### config.mk
export PLATFORM = sky130hd
export DESIGN_NAME = circuit_amp_array
export DESIGN_NICKNAME = d
export VERILOG_FILES = /design/src/rtl/circuit_amp_array.sv
export SDC_FILE = /design/constraint.sdc
export NUM_CORES = 1
export LEC_CHECK = 0
export BUFFER_PORTS_ARGS = -buffer_cell sky130_fd_sc_hd__buf_2
export CAP_MARGIN = 40
export CELL_PAD_IN_SITES_DETAIL_PLACEMENT = 0
export CELL_PAD_IN_SITES_GLOBAL_PLACEMENT = 1
export CORE_MARGIN = 1.5
export CORE_UTILIZATION = 44
export DETAILED_ROUTE_END_ITERATION = 10
export HOLD_SLACK_MARGIN = 0.05
export PLACE_DENSITY_LB_ADDON = 0.1
export REMOVE_ABC_BUFFERS = 1
export SETUP_SLACK_MARGIN = 0.2
export SLEW_MARGIN = 25
export SYNTH_ARGS = -nofsm -noshare
export SYNTH_HDL_FRONTEND = slang
export SYNTH_SLANG_ARGS = --single-unit
### constraint.sdc
create_clock -name clk -period 9.2 [get_ports clk]
set_input_delay 1.38 -clock clk [delete_from_list [all_inputs] [get_ports clk]]
set_output_delay 1.38 -clock clk [all_outputs]
set_load 0.005 [all_outputs]
### src/rtl/circuit_amp_array.sv
// circuit_amp_array: N-channel fixed-point amplifier with optional low-pass, one shared multiplier swept one channel per cycle.
module circuit_amp_array #(
   parameter int N_CH       = 4,
   parameter int WIDTH      = 16,
   parameter int GAIN_W     = 16,
   parameter int GAIN_FRAC  = 8,
   parameter int FILT_SHIFT = 0
) (
   input  logic                     clk,
   input  logic                     rst_n,
   input  logic                     start,
   input  logic [N_CH*WIDTH-1:0]    v_in,
   input  logic [N_CH*GAIN_W-1:0]   gain,
   output logic [N_CH*WIDTH-1:0]    v_out,
   output logic                     busy,
   output logic                     done,
   output logic [N_CH-1:0]          sat_flags
);
   localparam int PW = WIDTH + GAIN_W;
   localparam int CW = N_CH > 1 ? $clog2(N_CH) : 1;
   typedef enum logic {IDLE, RUN} state_t;
   state_t state, state_nx;
   logic [CW-1:0] ch_idx;
   logic [N_CH*WIDTH-1:0] in_snap;
   logic [N_CH*GAIN_W-1:0] gain_snap;
   logic accept, last, clamp_hi, clamp_lo;
   logic signed [WIDTH-1:0] x, y, t_sat, y_nx;
   logic signed [GAIN_W-1:0] g;
   logic signed [PW-1:0] t;
   logic signed [WIDTH:0] d;

   always_ff @(posedge clk or negedge rst_n)
      if (!rst_n) state <= IDLE;
      else state <= state_nx;

   always_comb begin
      accept = state == IDLE && start;
      last = int'(ch_idx) == N_CH - 1;
      state_nx = accept ? RUN : (state == RUN && last) ? IDLE : state;
   end

   assign busy = state == RUN;

   // The filter state is the channel's output register itself.
   always_comb begin
      x = in_snap[int'(ch_idx)*WIDTH +: WIDTH];
      g = gain_snap[int'(ch_idx)*GAIN_W +: GAIN_W];
      y = v_out[int'(ch_idx)*WIDTH +: WIDTH];
      t = (PW'(x) * PW'(g)) >>> GAIN_FRAC;
      clamp_hi = !t[PW-1] && |t[PW-2:WIDTH-1];
      clamp_lo = t[PW-1] && !(&t[PW-2:WIDTH-1]);
      t_sat = clamp_hi ? {1'b0, {(WIDTH-1){1'b1}}} : clamp_lo ? {1'b1, {(WIDTH-1){1'b0}}} : t[WIDTH-1:0];
      d = $signed({t_sat[WIDTH-1], t_sat}) - $signed({y[WIDTH-1], y});
      y_nx = FILT_SHIFT == 0 ? t_sat : WIDTH'($signed({y[WIDTH-1], y}) + (d >>> FILT_SHIFT));
   end

   always_ff @(posedge clk or negedge rst_n)
      if (!rst_n) begin
         ch_idx    <= '0;
         in_snap   <= '0;
         gain_snap <= '0;
         v_out     <= '0;
         sat_flags <= '0;
         done      <= 1'b0;
      end else begin
         done <= state == RUN && last;
         if (accept) begin
            in_snap   <= v_in;
            gain_snap <= gain;
            ch_idx    <= '0;
            sat_flags <= '0;
         end else if (state == RUN) begin
            v_out[int'(ch_idx)*WIDTH +: WIDTH] <= y_nx;
            sat_flags[ch_idx] <= sat_flags[ch_idx] | clamp_hi | clamp_lo;
            ch_idx <= last ? '0 : ch_idx + 1'b1;
         end
      end
endmodule

# Word-level counts from Yosys, hierarchy flattened

Cells that the tools add are included.

Add/subtract/negate cells: 2
Multipliers: 1
Div/mod/pow operators: 0
Magnitude comparators: 2
Equality and inequality tests: 1
Shift operators: 4
Mux-type cells: 15
Bitwise operators: 4
Reduce and logical (&&, ||, !) cells: 12

Operator list:

| operator                                               | count |
|---|---|
| variable part select 64 x 7 -> 16 bit                  | 2 |
| bitwise mux 64 bit                                     | 1 |
| variable shift 16 x 33 -> 64 bit, first input constant | 1 |
| variable part select 16 x 33 -> 64 bit                 | 1 |
| negation 6 -> 33 bit                                   | 1 |
| multiplier 16 x 16 -> 32 bit                           | 1 |
| 2-to-1 mux 16 bit                                      | 2 |
| AND reduction 9 bit                                    | 1 |
| OR reduction 9 bit                                     | 1 |
| 2-to-1 mux 4 bit                                       | 2 |
| 2-to-1 mux 2 bit                                       | 3 |
| logical AND 1 bit                                      | 5 |
| bitwise mux 4 bit                                      | 1 |
| 2-to-1 mux 1 bit                                       | 4 |
| nonzero test 2 bit                                     | 2 |
| < comparator 2 x 3 -> 1 bit, second input constant     | 1 |
| adder 2 x 1 -> 2 bit, second input constant            | 1 |
| binary-select mux 1 bit (select 2 bit)                 | 1 |
| demux 1 bit (select 2 bit)                             | 1 |
| equality test 2 x 1 -> 1 bit, second input constant    | 1 |
| >= comparator 2 x 1 -> 1 bit, second input constant    | 1 |
| logical NOT 1 bit                                      | 2 |
| NOT 1 bit                                              | 2 |
| bitwise OR 1 bit                                       | 2 |
| AND reduction 2 bit                                    | 1 |

Flip-flop bits (word level): 200
Latch bits: 0
Memory bits (writable): 0
Memory bits (read-only): 0
Input bits: 131
Output and inout port bits: 70
Logic and storage cells: 48
Memories kept: 0

# Logic depth before layout (Yosys ltp)

Gate-level depths: netlist (run 1).

Depth after elaboration: 9
Mapped depth: 32
Mapped depth without buffers: 27

# Worst setup path after synthesis (run 1)

No wires, ideal clock.

Path type: flip-flop to flip-flop
Start: register ch_idx[1]
End: register v_out[12]
Arrival: 8.429 ns
Data required time: 9.074 ns
Slack: 0.645 ns
Stages on the path, launching flop included: 31
Buffers on the path: 6
Period minus slack after synthesis: 8.555 ns
Cell sequence: dfrtp_1 buf_2 buf_1 buf_1 mux4_2 clkbuf_1 nand2_1 fa_1 inv_1 fa_1 inv_1 fa_1 inv_1 fa_1 fa_1 inv_1 fa_1 inv_1 ha_1 clkbuf_1 nand2_1 a211o_1 a31oi_1 nor2b_1 o41ai_1 xor2_1 or4_4 o31ai_4 nor2_2 buf_6 a221o_1

Word-level cells in the longest chain between the ends: 9
Elaborated cells on any way between the ends: 15
Classes of those cells: 1 x add/sub; 1 x mul; 4 x shift; 3 x mux; 6 x reduce/logical

RTL lines:

| what                                                            | line   | source |
|---|---|---|
| from (decl)                                                     | 23     | `logic [CW-1:0] ch_idx;` |
| from (signal assigned)                                          | 75     | `ch_idx <= last ? '0 : ch_idx + 1'b1;` |
| variable part select 64 x 7 -> 16 bit, on equally long branches | 46, 47 |  |
| multiplier 16 x 16 -> 32 bit                                    | 49     | `t = (PW'(x) * PW'(g)) >>> GAIN_FRAC;` |
| AND reduction 9 bit                                             | 51     | `clamp_lo = t[PW-1] && !(&t[PW-2:WIDTH-1]);` |
| logical NOT 1 bit                                               | 51     |  |
| logical AND 1 bit                                               | 51     |  |
| 2-to-1 mux 16 bit (2 in series)                                 | 52     | `t_sat = clamp_hi ? {1'b0, {(WIDTH-1){1'b1}}} : clamp_lo ? {1'b1, {(WIDTH-1){1'b0}}} : t[WIDTH-1:0];` |
| variable part select 16 x 33 -> 64 bit                          | 73     | `v_out[int'(ch_idx)*WIDTH +: WIDTH] <= y_nx;` |
| bitwise mux 64 bit *                                            | 73     |  |
| to (signal, indexed assignment)                                 | 73     |  |
| to (decl)                                                       | 14     | `output logic [N_CH*WIDTH-1:0] v_out,` |

Every way passes the cells marked *; elsewhere a longest branch is shown, timed or not.
A chain may end at the register's enable or synchronous reset.

# Worst setup path in the final report (run 1)

Start: register ch_idx[1]
End: register v_out[3]

Same word-level chain as after synthesis.

==> results of run 1 <==
==> what timing repair did <==
action / in CTS / in global routing
buffers inserted: 0 / 22
setup endpoints to repair: 60 / 64
gates resized for setup: 4 / 13
pin swaps: 0 / 5
==> layout by cell type, fill, tap and decap left out, types with 9 or more instances in the layout <==
cell type	instances
inv_1	324
fa_1	261
buf_2	199
dfrtp_1	198
nand2_1	181
mux2_2	148
nor2_1	99
ha_1	87
a221o_1	60
buf_4	59
and2_1	42
o21ai_0	35
a21oi_1	27
o21a_1	24
xnor2_1	19
mux2i_1	18
clkbuf_16	17
mux4_2	15
xor2_1	12
o21ai_1	11
nand2b_1	10
nand4_1	9
==> cell type report <==
type / instances / area share [%]
antenna: 1 / 0.0117
clock buffer: 21 / 2.20
clock inverter: 10 / 0.503
inverter: 325 / 5.71
multi-input combinational: 1155 / 57.0
sequential: 200 / 23.4
tap: 539 / 3.15
timing repair buffer: 271 / 7.98
==> worst paths after layout <==
check / to / slack (ns) / cells past startpoint
min in group asynchronous: in_snap[49] / 0.86 / 1
worst max register to register: v_out[3] / 0.64 / 26
worst min register to register: v_out[31] / 0.50 / 2
worst min-delay path: v_out[31] / 0.50 / 2
max in group asynchronous: ch_idx[0] / 7.19 / 3
worst max-delay path: v_out[3] / 0.64 / 26
==> critical path, delay by kind of cell (launching register included) <==
family                     cells  cell delay [ns]
adders and majority gates      7             3.27
and+or+nand+nor                4             0.97
AOI/OAI and AO/OA              8             1.80
muxes                          1             0.58
DFF                            1             0.58
xor gates and xnor gates       1             0.46
buffers and inverters          5             0.77
==> state kept, by name (all words and copies together), names as in the netlist <==
register and flops:
v_out 64, ch_idx 2, busy 1, gain_snap 64
in_snap 64, done 1, sat_flags 4
==> cell families after synthesis <==
group	count (synthesis)
buffers and inverters	407
and+or+nand+nor	389
adders and majority gates	348
AOI/OAI and AO/OA	203
DFF	200
muxes	183
xor gates and xnor gates	32
==> metal layers <==
metal	GRT usage [%]	share of wire (%)
met5	0	0
met4	7.92	2.7
met3	4.85	4.8
met2	40.6	51
met1	30.4	42
==> per-stage QoR <==
step	instances	cell area (um2)	utilization, %
after floorplan	1680	18300	-
after global placement	2465	20400	48.6
after detailed placement	2466	20400	48.6
after CTS	2497	21000	50.1
after global routing	2521	21400	51.0
final	2522	21400	51.0
==> results_dict.tcl, run 1 <==
set metrics [dict create \
    yosysUniqueCellTypes 62 \
    holdBufCountCts 0 \
    max_freq_mhz 117 \
    dp_hpwl_um 39000 \
    drc 0 \
    post_drt_wl_per_cell_um 19.5 \
    yosys_most_used_dff "dfrtp_1" \
    syn2layout_area_growth_pct 14.5 \
    initial_core_util_pct 44.5 \
    hold_class "reg -> reg" \
    grt_remaining_overflow 0 \
    core_area_um2 41900 \
    ant_nets 0 \
    place.gp.congestion 0.897 \
    grt_max_degree 70 \
    netlist_area_um2 18700 \
    setup_slack_ns 0.643 \
    fin_tns_setup_ns 0 \
    std_cell_rows 75 \
    slew_violations 0 \
    r2r-start "ch_idx[1]" \
    clk_latency_ns 0.50 \
    yosysMostFrequentCell "inv_1" \
    die_h_um 209 \
    fin_crit_ns 8.56 \
    io_buffers 200 \
    numCtsBuffers 17 \
    muxShareOfSynthArea_pct 11.8 \
    vias 13326 \
    cp-start-kind "flop" \
    synthCells 1762 \
    netlist.area_leader.share_pct 28.0 \
    firstDrtPassIters 7 \
    routed_via_density 5.28 \
    status "completed" \
    fillers 3950 \
    cts.sinks 200 \
    tightest_slew_ns 0.774 \
    h-tree-depth 4 \
    clk_path_buf_depth 2 \
    drtIter0Drc 837 \
    synth-adder-area-share_pct 33.8 \
    drive_gt1_share_pct 24.9 \
    ys_top_cells_by_area "fa_1 (28%), dfrtp_1 (27%), mux2_2 (8.9%)" \
    cp_common_cell "fa_1" \
    yosys.area_share.simple_pct 9.44 \
    antenna_found_initial 0 \
    grt_pass1_wl_um 78900 \
    critPathSlowestCell "dfrtp_4" \
    cts_root_buf "clkbuf_16" \
    yosys-top-cells-count "inv_1 (324), fa_1 (261), dfrtp_1 (200)" \
    slowest_delay_ns 0.58 \
    hold_ws_ns 0.497 \
    yosys.area.top_type "fa_1" \
    post-route-period-util_pct 93.0 \
    critPathArrivalTime_ns 8.99 \
    max_cap_violations 0 \
    path_clk_slew_ns 0.07 \
    crit_start "ch_idx[1]" \
    seq_area_frac_synth_pct 26.8 \
    grt_usage_pct 23.8 \
    hp-start "v_out[31]" \
    routed_wl_um 49100 \
    crit_type "reg -> reg" \
    critPathCaptureType "flop" \
    dieArea_um2 43700 \
    dpl_worst_slack_ns 0.127 \
    crit_fanout 17 \
    grt_setup_unrepaired "false" \
    ys_warn_count 0 \
    syn_area_per_cell_um2 10.6 \
    synth_enable_flop_cells 0 \
    finalHoldViolCount 0 \
    nets 2449 \
    clock_skew_ns 0.0143 \
    regArea_um2 5010 \
    crit_required_ns 9.64 \
    pin_count 201 \
    synth-compound-area-share_pct 8.18 \
    multi_input_area_um2 12200 \
    synthArstFlopShare_pct 100 \
    die_w_um 209 \
    cts_tree "done" \
    synth_top_family_by_area "adder cells" \
    finalSetupViolCount 0 \
    grt_pass1_vias 14228 \
    ys_ff_latch 200 \
    synthXorXnorAreaFrac_pct 1.54 \
    slew_headroom_pct 48.4 \
]
Power of run 1 is not shown: default switching activity piles up to over one toggle a cycle in this logic, so the estimate is an artifact.
==> run 2: changes to the inputs <==
- ABC_AREA: unset -> 1
- CORE_UTILIZATION: 44 -> 42
==> run 2 against run 1 <==
Compared with the run above:
- first-iteration DRC count fell by 3.3%
- critical path depth up 3
- sequential cell count unchanged
- wire length rose by 10%
- via count grew 11%
- hold slack got worse by 0.014 ns
- synthesized cell count is 18% higher
- maximum frequency increased by 2.3%
==> results_dict.tcl, run 2 <==
set metrics [dict create \
    antenna_found_initial 0 \
    slew_violations 0 \
    crit_fanout 32 \
    yosysUniqueCellTypes 49 \
    die_h_um 215 \
    fillers 4369 \
    reg2reg_setup_slack_ns 0.83 \
    grt_max_degree 103 \
    clk_latency_ns 0.50 \
    seq_area_frac_synth_pct 26.5 \
    synthArstFlopShare_pct 100 \
    slew_headroom_pct 45.0 \
    fin_tns_setup_ns 0 \
    ys_top_cells_by_area "fa_1 (28%), dfrtp_1 (26%), nand2_1 (9.4%)" \
    grt_pass1_wl_um 88300 \
    cts_tree "done" \
    finalSetupViolCount 0 \
    critPathBufInv 8 \
    crit_required_ns 9.59 \
    yosys_most_used_dff "dfrtp_1" \
    tightest_slew_ns 0.823 \
    max_freq_mhz 120 \
    std_cell_rows 77 \
    path_clk_slew_ns 0.08 \
    drtIter0Drc 809 \
    syn_area_per_cell_um2 9.08 \
    ff2ff_path_depth 29 \
    final_common_cell "nand2_1" \
    nets 2747 \
    postCtsSetupBuffers 0 \
    slowest_delay_ns 0.72 \
    reg_top3 "gain_snap x64, in_snap x64, v_out x64" \
    synthCells 2081 \
    yosysMostFrequentCell "nand2_1" \
    h-tree-depth 4 \
    cts-resized-gates 0 \
    final_cell_mix "nand2_1 (474), inv_1 (386), fa_1 (261)" \
    dieArea_um2 46300 \
    busiest_layer "met2" \
    routed_via_density 5.13 \
    vias 14734 \
    r2r-end "v_out[19]" \
    netlist.area_leader.share_pct 27.6 \
    netlist_area_um2 18900 \
    critPathCaptureType "flop" \
    clock_skew_ns 0.0216 \
    fin_crit_ns 8.37 \
    drc 0 \
    finalHoldViolCount 0 \
    gr-usage-met2_pct 39.8 \
    synth_enable_flop_cells 0 \
    hold_depth 2 \
    post-route-period-util_pct 90.9 \
    crit_start "ch_idx[0]" \
    status "completed" \
    critPathArrivalTime_ns 8.76 \
    io_buffers 200 \
    cp_common_cell "fa_1" \
    crit_family "adder cells" \
    grt_util_met1_pct 34.9 \
    r2r-start "ch_idx[0]" \
    cts.sinks 200 \
    critPathSlowestCell "fa_1" \
    ys_ff_latch 200 \
    grt_pass1_vias 15581 \
    grtUsageMet3_pct 4.78 \
    holdBufCountCts 0 \
    core_area_um2 44300 \
    drive_gt1_share_pct 20.0 \
    hold_class "reg -> reg" \
    initial_core_util_pct 42.7 \
    crit_type "reg -> reg" \
    grt_remaining_overflow 0 \
    firstDrtPassIters 5 \
    grt_usage_pct 25.0 \
    fin_cells 2873 \
    dp_cells 2840 \
    post_drt_wl_per_cell_um 18.8 \
    numCtsBuffers 17 \
    syn2layout_area_growth_pct 13.0 \
    pin_count 201 \
    cts_root_buf "clkbuf_16" \
    grt_setup_unrepaired "false" \
    cp-start-kind "flop" \
    max_cap_violations 0 \
    hp-start "v_out[47]" \
    clk_path_buf_depth 2 \
    ant_nets 0 \
    dp_hpwl_um 43500 \
    yosys-top-cells-count "nand2_1 (475), inv_1 (387), fa_1 (261)" \
    routed_wl_um 54000 \
    n_antenna_cell 0 \
    die_w_um 215 \
    min_to "v_out[47]" \
    place.gp.congestion 0.878 \
    ys_warn_count 0 \
    yosys.area.top_type "fa_1" \
]
run 2: changes by cell type in the layout (fill, tap and decap cells not counted), sizes merged, moves of 23 or more:
| cell | previous run | this run |
|---|---|---|
| nand2 | 181 | 510 |
| inv | 330 | 395 |
| nor2 | 107 | 168 |
| a221o | 60 | 0 |
| and2 | 42 | 1 |
| a21oi | 27 | 58 |
| buf | 270 | 240 |
| a32oi | 0 | 28 |
| nand3 | 7 | 31 |
| o21a | 24 | 0 |
| nand4 | 10 | 33 |
run 2: worst max-delay path by stage:
stage | endpoint | slack [ns] | cells past startpoint
after floorplan | v_out[32] | 0.24 | 32
after global placement | v_out[53] | 0.46 | 30
after detailed placement | v_out[35] | 0.46 | 30
after CTS | v_out[33] | 0.44 | 30
after global routing | v_out[37] | 0.21 | 34
final | v_out[19] | 0.83 | 29
run 2: cells by family after synthesis:
group                      after synthesis  share of synthesized area, %
and+or+nand+nor                        759                          16.7
buffers and inverters                  467                          9.54
adders and majority gates              348                          33.4
DFF                                    200                          26.5
AOI/OAI and AO/OA                      154                          5.09
muxes                                  128                          7.63
xor gates and xnor gates                25                          1.16
run 2: metrics by stage:
step	area, um2	utilization (%)	setup slack [ns]	hold WS (ns)
global route	21400	48.2	0.205	0.508
CTS	21300	48.1	0.444	0.483
global placement	20600	46.6	0.464	0.462
detailed placement	20700	46.8	0.464	0.463
floorplan	18600	-	0.241	0.472
finish	21400	48.2	0.834	0.482
run 2: routing by layer:
metal	share of wire (%)	wire length, um
met2	47	25300
met4	2.0	1100
met1	46	24600
met5	0	0
met3	5.5	2970
run 2: final cells by class:
type	count	area (um2)	area share, %
flip-flops and latches	200	5010	23.4
inverters	394	1480	6.95
repair buffers	241	1390	6.52
multi-input cells	1414	12100	56.8
clock inverters	14	163	0.761
clock buffers	18	429	2.01
well taps	592	741	3.47
run 2: worst reg2reg max path: cells and delay by family, from the launching register on:
family | cells | cell delay (ns)
adder cells (fa/ha/maj) | 7 | 3.68
AND/OR/NAND/NOR | 10 | 1.48
buffers and inverters | 8 | 1.51
flip-flops | 1 | 0.50
AO/OA/AOI/OAI | 4 | 1.09
Power of run 2 is left out for the same reason.
